**src/rtl/pm1_status_tx.sv**
```systemverilog
// pm1_status_tx: samples the pm1 status vector, queues changed snapshots
// in a 4-deep FIFO and sends each one as a two-byte frame with valid/ready.
module pm1_status_tx (
   input  logic        clk,
   input  logic        rst_n,
   input  logic [12:0] stat_in,
   input  logic        en,
   output logic [7:0]  tx_data,
   output logic        tx_valid,
   input  logic        tx_ready,
   input  logic        clr_ovf,
   output logic        ovf,
   output logic [2:0]  fifo_cnt
);

   typedef enum logic [1:0] {
      IDLE,
      HI,
      LO
   } state_t;

   state_t      state;
   logic [12:0] prev;
   logic [2:0]  seq;
   logic [15:0] mem [4];
   logic [1:0]  rd_ptr;
   logic [1:0]  wr_ptr;
   logic [7:0]  frame_lo;

   logic        push;
   logic        pop;
   logic        full;
   logic        accept;
   logic        drop;
   logic [15:0] head;

   // A pop happens when the sender can start a new frame: from IDLE,
   // or right as the low byte of the current frame is accepted.
   always_comb begin
      head   = mem[rd_ptr];
      push   = en && (stat_in != prev);
      full   = (fifo_cnt == 3'd4);
      pop    = (fifo_cnt != 3'd0) &&
               ((state == IDLE) || ((state == LO) && tx_ready));
      accept = push && (!full || pop);
      drop   = push && full && !pop;
   end

   // Change detector, sequence number and sticky overflow flag.
   always_ff @(posedge clk or negedge rst_n) begin
      if (!rst_n) begin
         prev <= 13'd0;
         seq  <= 3'd0;
         ovf  <= 1'b0;
      end else begin
         if (en)
            prev <= stat_in;
         if (accept)
            seq <= seq + 3'd1;
         if (drop)
            ovf <= 1'b1;
         else if (clr_ovf)
            ovf <= 1'b0;
      end
   end

   // Snapshot FIFO; an entry counts as gone on the edge it is popped.
   always_ff @(posedge clk or negedge rst_n) begin
      if (!rst_n) begin
         for (int i = 0; i < 4; i++)
            mem[i] <= 16'd0;
         rd_ptr   <= 2'd0;
         wr_ptr   <= 2'd0;
         fifo_cnt <= 3'd0;
      end else begin
         if (accept) begin
            mem[wr_ptr] <= {seq, stat_in};
            wr_ptr      <= wr_ptr + 2'd1;
         end
         if (pop)
            rd_ptr <= rd_ptr + 2'd1;
         fifo_cnt <= fifo_cnt + {2'd0, accept} - {2'd0, pop};
      end
   end

   // Frame sender: high byte {seq,stat[12:8]} then low byte stat[7:0].
   always_ff @(posedge clk or negedge rst_n) begin
      if (!rst_n) begin
         state    <= IDLE;
         tx_data  <= 8'd0;
         tx_valid <= 1'b0;
         frame_lo <= 8'd0;
      end else begin
         case (state)
            IDLE: begin
               if (pop) begin
                  frame_lo <= head[7:0];
                  tx_data  <= head[15:8];
                  tx_valid <= 1'b1;
                  state    <= HI;
               end else begin
                  tx_valid <= 1'b0;
               end
            end
            HI: begin
               if (tx_ready) begin
                  tx_data <= frame_lo;
                  state   <= LO;
               end
            end
            LO: begin
               if (tx_ready) begin
                  if (pop) begin
                     frame_lo <= head[7:0];
                     tx_data  <= head[15:8];
                     state    <= HI;
                  end else begin
                     tx_valid <= 1'b0;
                     state    <= IDLE;
                  end
               end
            end
            default: begin
               tx_valid <= 1'b0;
               state    <= IDLE;
            end
         endcase
      end
   end

endmodule

```
**config.mk**
```make
export PLATFORM = sky130hd
export DESIGN_NAME = pm1_status_tx
export DESIGN_NICKNAME = d
export VERILOG_FILES = /design/src/rtl/pm1_status_tx.sv
export SDC_FILE = /design/constraint.sdc
export NUM_CORES = 1
export LEC_CHECK = 0
export ABC_AREA = 0
export CORE_ASPECT_RATIO = 1.2
export CORE_MARGIN = 4
export CORE_UTILIZATION = 53
export DETAILED_ROUTE_END_ITERATION = 10
export PLACE_DENSITY = 0.73
export SLEW_MARGIN = 0
export SYNTH_ARGS = -nofsm -noshare
export SYNTH_HDL_FRONTEND = slang
export SYNTH_SLANG_ARGS = --single-unit
```
**constraint.sdc**
```tcl
create_clock -name clk -period 2.5 [get_ports clk]
set_input_delay 0.5 -clock clk [delete_from_list [all_inputs] [get_ports clk]]
set_output_delay 0.5 -clock clk [all_outputs]
set_load 0.02 [all_outputs]
```
==> results by group, run 1 <==
Status
  • Outcome: finished, violations left
  • Failing checks: setup timing

Final layout
  • Final core utilization: 0.6571
  • Net count, final: 396
  • Synth-to-layout area growth: 19.69%
  • Design Area, Final: 5719 um^2
  • Fill count: 662
  • Layout cells sized above 1: 0.4720
  • Ant diodes: 0

STA
  • Max Freq: 397.0 MHz
  • Final setup fails: 1
  • Setup TNS: -0.01864 ns
  • Final Max Tran Viols: 0
  • Slew HR: 0.5861
  • Setup WS post-layout: -0.01864 ns
  • Fin. Hold Viols: 0
  • Final cycle utilization of the critical path: 1.007
  • Tightest Pin Transition: 0.6209 ns
  • Unrepaired setup endpoints after global routing: true
  • Clock Skew: 0.01612 ns
  • Post-layout min period: 2.519 ns

Routing
  • Initial DRC Count: 115
  • Via count: 2691
  • DR pass1 iterations: 4
  • Remaining DRCs: 0
  • Drt via density: 5.470
  • Antenna viol nets, final: 0
  • Post-Route WL: 9453 um
  • Post-DR wirelength/cell: 19.21 um

Clock network
  • CTS Root Cell: clkbuf_8
  • Sink Count: 107
  • H-tree Lvls: 3
  • Worst skew pair latency: 0.36 ns
  • Worst-path clk slew: 0.10 ns
  • CTS max path bufs: 2
  • TritonCTS Buffers: 9
  • TritonCTS clock tree: built

Worst setup path
  • Required @ worst endpoint: 2.74 ns
  • CP max FO: 2
  • Critical path launch point type: register
  • Worst Setup Path Type: register to register
  • Crit path DAT: 2.76 ns
  • R2R cell count: 13
  • Slack of the worst reg-to-reg path: -0.02 ns
  • CP endpoint kind: register

Power
  • Clock share of power: 0.134
  • Final Total Pwr: 7.149 mW
  • Pleak: 2.481 nW
  • Max VDD drop: 423.9 uV
  • PwrDens: 1250 nW/um^2
  • Seq pwr share: 0.424
  • Sw Share: 0.3373
  • Switching power: 2.411 mW
  • Internal: 4.738 mW
  • Comb power frac: 0.442

Synth
  • FF+latch count, synth: 107
  • Distinct cells, synth: 31
  • Area leader, netlist: dfrtp_1
  • Simple-gate share of the synthesized area: 0.03718
  • Post-Syn Instances: 311
  • Top post-synthesis cells by count: dfrtp_1 (107), mux2_2 (85), mux4_2 (16), xor2_1 (15), nand2_1 (10)
  • Multiplexer area fraction after synthesis: 0.2988
  • Compound-Gate Fraction of Synth Area: 0.01964
  • YS warnings: 0
  • Synth Flop Type: dfrtp_1
  • Syn nets: 337
  • Largest family of logic cells by synthesized area: multiplexers
  • Syn_area_per_cell: 15.36 um^2
  • Synth Cell Area: 4778 um^2
  • Top cells by area, synth: dfrtp_1 (56%), mux2_2 (20%), mux4_2 (7.5%)
  • Seq/Total Area, Yosys: 0.5604
  • Top cell type's share of synthesized area: 0.5604
  • Most common cell in the synthesized netlist: dfrtp_1
  • XOR/XNOR Fraction of Synth Area: 0.03666
  • Asr flop ratio synth: 1.000
  • Synth Area in Adders: 0.02252
  • Number of synthesized flops with an enable pin: 0

Placed design
  • Dpl hpwl: 6386 um
  • PortBufs: 30
  • Placed Area: 5465 um^2
  • RD Place Congestion: 0.7468
  • Pre-CTS WS: -0.6135 ns

Global route
  • First-pass GRT wire length: 15750 um
  • Vias in the first global route: 3002
  • GRT Overall Usage: 0.1968
  • Largest net degree at the start of global routing: 64
  • Initial antenna violation count: 0
  • Grt ovf: 0

Min path
  • Hold path depth: 2
  • Hold Crit Class: register to register

Die
  • Die area: 10610 um^2
  • Num ports: 31
  • Width of the die: 94.68 um
  • Die Y: 112.0 um
  • CORE AREA: 8703 um^2
  • # rows: 37
  • Initial Utilization: 0.5490

Run
  • Max_cap viols: 0
==> area by class of cell <==
class	count	area, um^2	area share
multi-input cells	183	2097	0.3667
clock buffers	9	123.9	0.02166
clock inverters	7	52.55	0.009188
well taps	117	146.4	0.02560
flip-flops and latches	107	2678	0.4682
repair buffers	62	593.1	0.1037
inverters	7	28.78	0.005032
==> state kept, by name, summed over array words and instances (netlist names) <==
signal,flops
prev,13
state,2
rd_ptr,2
frame_lo,8
tx_data,8
tx_valid,1
mem,64
wr_ptr,2
seq,3
ovf,1
fifo_cnt,3
==> power groups by stage <==
| stage | sequential [mW] | combinational (mW) | clock [mW] |
|---|---|---|---|
| 3_3_place_gp | 3.01 | 3.07 | 0 |
| 6_report | 3.03 | 3.16 | 0.959 |
| 5_1_grt | 3.13 | 3.45 | 1.06 |
| 3_5_place_dp | 3.06 | 3.18 | 0 |
| 2_1_floorplan | 3.03 | 2.22 | 0 |
| 4_1_cts | 3.03 | 3.19 | 0.982 |
==> layout by cell type (no fill, tap or decap), types with 3 or more instances in the layout <==
cell             synthesis  layout
dfrtp_1                107     107
mux2_2                  85      85
buf_4                    0      27
clkdlybuf4s50_1          0      20
mux4_2                  16      16
nand2_1                 10      10
xor2_1                  15       9
o21ai_0                  9       9
clkbuf_8                 0       9
mux2i_1                  8       8
dlygate4sd2_1            0       8
xor2_2                   0       6
ha_1                     7       5
buf_12                   0       5
xnor2_1                  5       4
nand4_2                  5       4
inv_2                    0       3
nor2b_1                  3       3
inv_1                    7       3
clkinv_4                 0       3
==> routing by layer <==
| layer | track usage | routed length, um |
|---|---|---|
| met5 | 0 | 0 |
| met4 | 0.06256 | 175 |
| met3 | 0.02882 | 243 |
| met2 | 0.3340 | 5000 |
| met1 | 0.2605 | 4034 |
==> metrics by stage <==
stage	std cells	hold WS, ns
4_1_cts	492	0.4933
3_3_place_gp	475	0.3837
6_report	492	0.4900
3_5_place_dp	475	0.3897
5_1_grt	492	0.5206
2_1_floorplan	311	0.2044
==> worst paths after layout <==
kind	from	to
worst min-delay path	tx_data[7]	tx_data[7]
max in group asynchronous	rst_n	mem[44]
worst min register to register	tx_data[7]	tx_data[7]
worst max-delay path	prev[6]	fifo_cnt[2]
min in group asynchronous	rst_n	mem[33]
worst max register to register	prev[6]	fifo_cnt[2]
==> what timing repair did <==
item                       in CTS  in global routing
hold endpoints to repair       13                  0
gates resized for setup        17                  6
setup endpoints to repair       2                  8
setup buffers                   0                  0
hold buffers                    1                  0
pin swaps                       6                  6
==> worst max-delay path: stages (launching register included) <==
cell     delay (ns)
dfrtp_1        0.42
xor2_2         0.21
nor4_2         0.27
buf_4          0.17
nand4_4        0.09
and3_4         0.17
inv_4          0.05
ha_4           0.18
inv_2          0.06
ha_4           0.11
inv_2          0.03
fa_2           0.36
xnor2_2        0.14
xnor2_1        0.13
==> cell families after synthesis <==
logic type                 after synthesis
DFF                                    107
muxes                                  111
xor gates and xnor gates                20
adders and majority gates                8
buffers and inverters                   21
and+or+nand+nor                         28
AOI/OAI and AO/OA                       16
Note: power is estimated with default switching activity, not from simulation.
==> inputs of run 2 (changes only) <==
==> constraint.sdc (replaced) <==
create_clock -name clk -period 2.5 [get_ports clk]
set_input_delay 0.5 -clock clk [delete_from_list [all_inputs] [get_ports clk]]
set_output_delay 0.5 -clock clk [all_outputs]
set_load 0.1 [all_outputs]
==> run 2 against run 1 <==
The flow now finishes without violations. Power is 12% higher. Sequential share of layout area is 0.30 points lower. Largest power group unchanged. Global-route usage fell by 0.10 points. Wire length shrank 1.6%. Combinational power up 19%. Die area unchanged. Sequential power hardly changed. Non-clock buffer count increased by 1. Critical path depth grew 1.
==> results by group, run 2 (synthesis gave the netlist of run 1 again) <==
Status
  • Outcome: completed

Routing
  • Post-Route WL: 9305 um (-1.6%)
  • Remaining DRCs: 0 (unchanged)
  • DR pass1 iterations: 4 (unchanged)
  • Post-DR wirelength/cell: 18.87 um (-1.8%)
  • Antenna viol nets, final: 0 (unchanged)
  • Drt via density: 5.410 (-1.1%)
  • Initial DRC Count: 75 (-35%)
  • Via count: 2667 (-0.89%)

Die
  • Die area: 10610 um^2 (unchanged)
  • Initial Utilization: 0.5490 (unchanged)
  • # rows: 37 (unchanged)
  • Die Y: 112.0 um (unchanged)
  • Num ports: 31 (unchanged)
  • Width of the die: 94.68 um (unchanged)
  • CORE AREA: 8703 um^2 (unchanged)

Min path
  • Hold Crit Class: input port to asynchronous set/reset pin

Placed design
  • Pre-CTS WS: -0.8172 ns (-0.2037 ns)
  • PortBufs: 30 (unchanged)
  • Cells after DPL: 477 (+0.42%)
  • Dpl hpwl: 6591 um (+3.2%)
  • RD Place Congestion: 0.8041 (+7.7%)

STA
  • Fin. Hold Viols: 0 (unchanged)
  • Slew HR: 0.5952 (+0.009116)
  • Post-layout min period: 2.491 ns (-0.02778 ns)
  • Final cycle utilization of the critical path: 0.9963 (-0.01111)
  • Final Max Tran Viols: 0 (unchanged)
  • Unrepaired setup endpoints after global routing: true
  • Setup WS post-layout: 0.009143 ns (+0.02778 ns)
  • Max Freq: 401.5 MHz (+1.1%)
  • WHS: 0.1330 ns (-0.3569 ns)
  • Tightest Pin Transition: 0.6072 ns (-0.01367 ns)
  • Final setup fails: 0 (-1)
  • Clock Skew: 0.009217 ns (-0.006907 ns)

Worst setup path
  • CP max stage cell: clkdlybuf4s50_1
  • CP max FO: 2 (unchanged)
  • CP endpoint kind: register
  • Reg-to-Reg End: fifo_cnt[2]
  • WP buf/inv: 5 (+1)
  • RR Startpoint: prev[2]
  • Most used cell, CP: inv_2
  • R2R cell count: 12 (-1)
  • Critical path launch point type: input port
  • Max stage delay on crit path: 0.49 ns (+0.07 ns)
  • Slack of the worst reg-to-reg path: 0.05 ns (+0.07 ns)
  • Crit path DAT: 2.75 ns (about the same)
  • Required @ worst endpoint: 2.76 ns (+0.02 ns)
  • CP Cell Sequence: clkdlybuf4s50_1 > xor2_1 > nor3_2 > buf_4 > nand4_2 > and3_4 > inv_2 > ha_4 > inv_2 > ha_4 > inv_2 > fa_2 > xnor2_2 > xnor2_1
  • Worst path top cell family by delay: buffers and inverters
  • Worst Setup Path Type: input port to register

Final layout
  • Layout cells sized above 1: 0.5160 (+0.04396)
  • Ant diodes: 0 (unchanged)
  • Synth-to-layout area growth: 20.87%
  • Top flop regs: mem: 64 flops, prev: 13 flops
  • Register area: 2686 um^2 (+0.33%)
  • Most common cell after layout, fill and taps aside: dfrtp_1
  • Commonest cells after routing, fill and taps aside: dfrtp_1 (104), mux2_2 (85), buf_4 (41), mux4_2 (16), clkbuf_8 (11)
  • Register bank with the most flops: mem
  • Final core utilization: 0.6636 (+0.006469)
  • Fin cells: 493 (+0.20%)
  • Net count, final: 397 (+0.25%)
  • Max reg flops: 64 (unchanged)
  • Fill count: 640 (-3.3%)
  • Area of the multi-input gates: 2112 um^2 (+0.72%)

Global route
  • Initial antenna violation count: 0 (unchanged)
  • Global Route met3 Usage: 0.04893 (+0.02011)
  • GR peak layer: met2
  • M1 GR Usage: 0.2481 (-0.01241)
  • Grt ovf: 0 (unchanged)
  • GR Util met2: 0.3255 (-0.008467)
  • First-pass GRT wire length: 15320 um (-2.7%)
  • GRT Overall Usage: 0.1957 (-0.001045)
  • Vias in the first global route: 2937 (-2.2%)
  • Largest net degree at the start of global routing: 47 (-27%)

Power
  • PwrDens: 1383 nW/um^2 (+11%)
  • Pleak: 2.528 nW (+1.9%)
  • Max VDD drop: 529.4 uV (+25%)

Clock network
  • CTS max path bufs: 2 (unchanged)
  • Worst skew pair latency: 0.37 ns (about the same)
  • Hold_buf cts: 0 (-1)
  • H-tree Lvls: 3 (unchanged)
  • TritonCTS clock tree: built
  • Worst-path clk slew: 0.09 ns (about the same)
  • Sink Count: 107 (unchanged)
  • TritonCTS Buffers: 9 (unchanged)
  • CTS Root Cell: clkbuf_8

Run
  • Max_cap viols: 0 (unchanged)
## run 2: cell types whose count changed in the layout (fill, tap and decap cells not counted), sizes merged
cell | previous run | this run
buf | 32 | 47
clkdlybuf4s50 | 20 | 7
clkinv | 5 | 0
clkbuf | 9 | 13
bufinv | 0 | 2
clkdlybuf4s15 | 1 | 0
clkinvlp | 1 | 0
dlygate4sd2 | 8 | 9
dlygate4sd3 | 1 | 0
## run 2: layer usage
layer	up-vias	wire (um)
li1	1229	-
met1	1391	3949
met2	38	4870
met3	9	312
met4	0	172
met5	-	0
## run 2: layout make-up
cell class,count,share of cell area
clock buffer,13,0.02751
clock inverter,3,0.01192
inverter,7,0.004549
multi-input combinational,183,0.3657
sequential,107,0.4651
tap,117,0.02535
timing repair buffer,63,0.09987
## run 2: worst max-delay path by stage
stage	start	to	depth (start not counted)
after global placement	stat_in[9]	fifo_cnt[2]	13
after detailed placement	stat_in[9]	fifo_cnt[2]	13
final	stat_in[1]	fifo_cnt[2]	14
after global routing	stat_in[10]	fifo_cnt[2]	13
after floorplan	stat_in[7]	fifo_cnt[2]	13
after CTS	prev[2]	fifo_cnt[2]	12
## run 2: stage by stage
| step | instance area, um^2 | power [mW] | TNS (ns) |
|---|---|---|---|
| final | 5776 | 7.989 | 0 |
| after global routing | 5776 | 8.493 | -0.06805 |
| after CTS | 5764 | 8.072 | -0.001866 |
| after detailed placement | 5469 | 6.859 | -28.45 |
| after global placement | 5469 | 6.719 | -26.93 |
| after floorplan | 4827 | 5.862 | -0.3308 |
## run 2: timing repair
action	in CTS	in global routing
setup buffers	0	0
pin swaps	8	1
endpoints found under the setup margin	11	2
gates resized for setup	20	2
## run 2: worst register-to-register path, stage by stage (launching register included)
cell,delay (ns)
dfrtp_1,0.41
xor2_2,0.19
nor4_4,0.35
nand4_2,0.16
and3_4,0.18
inv_2,0.06
ha_4,0.19
inv_2,0.06
ha_4,0.11
inv_2,0.03
fa_2,0.34
xnor2_2,0.14
xnor2_1,0.12
## run 2: where the power goes
group	switching, mW	leakage, nW	internal (mW)
sequential	0.480	1.27	2.56
combinational	1.94	1.14	1.81
clock	0.568	0.114	0.624
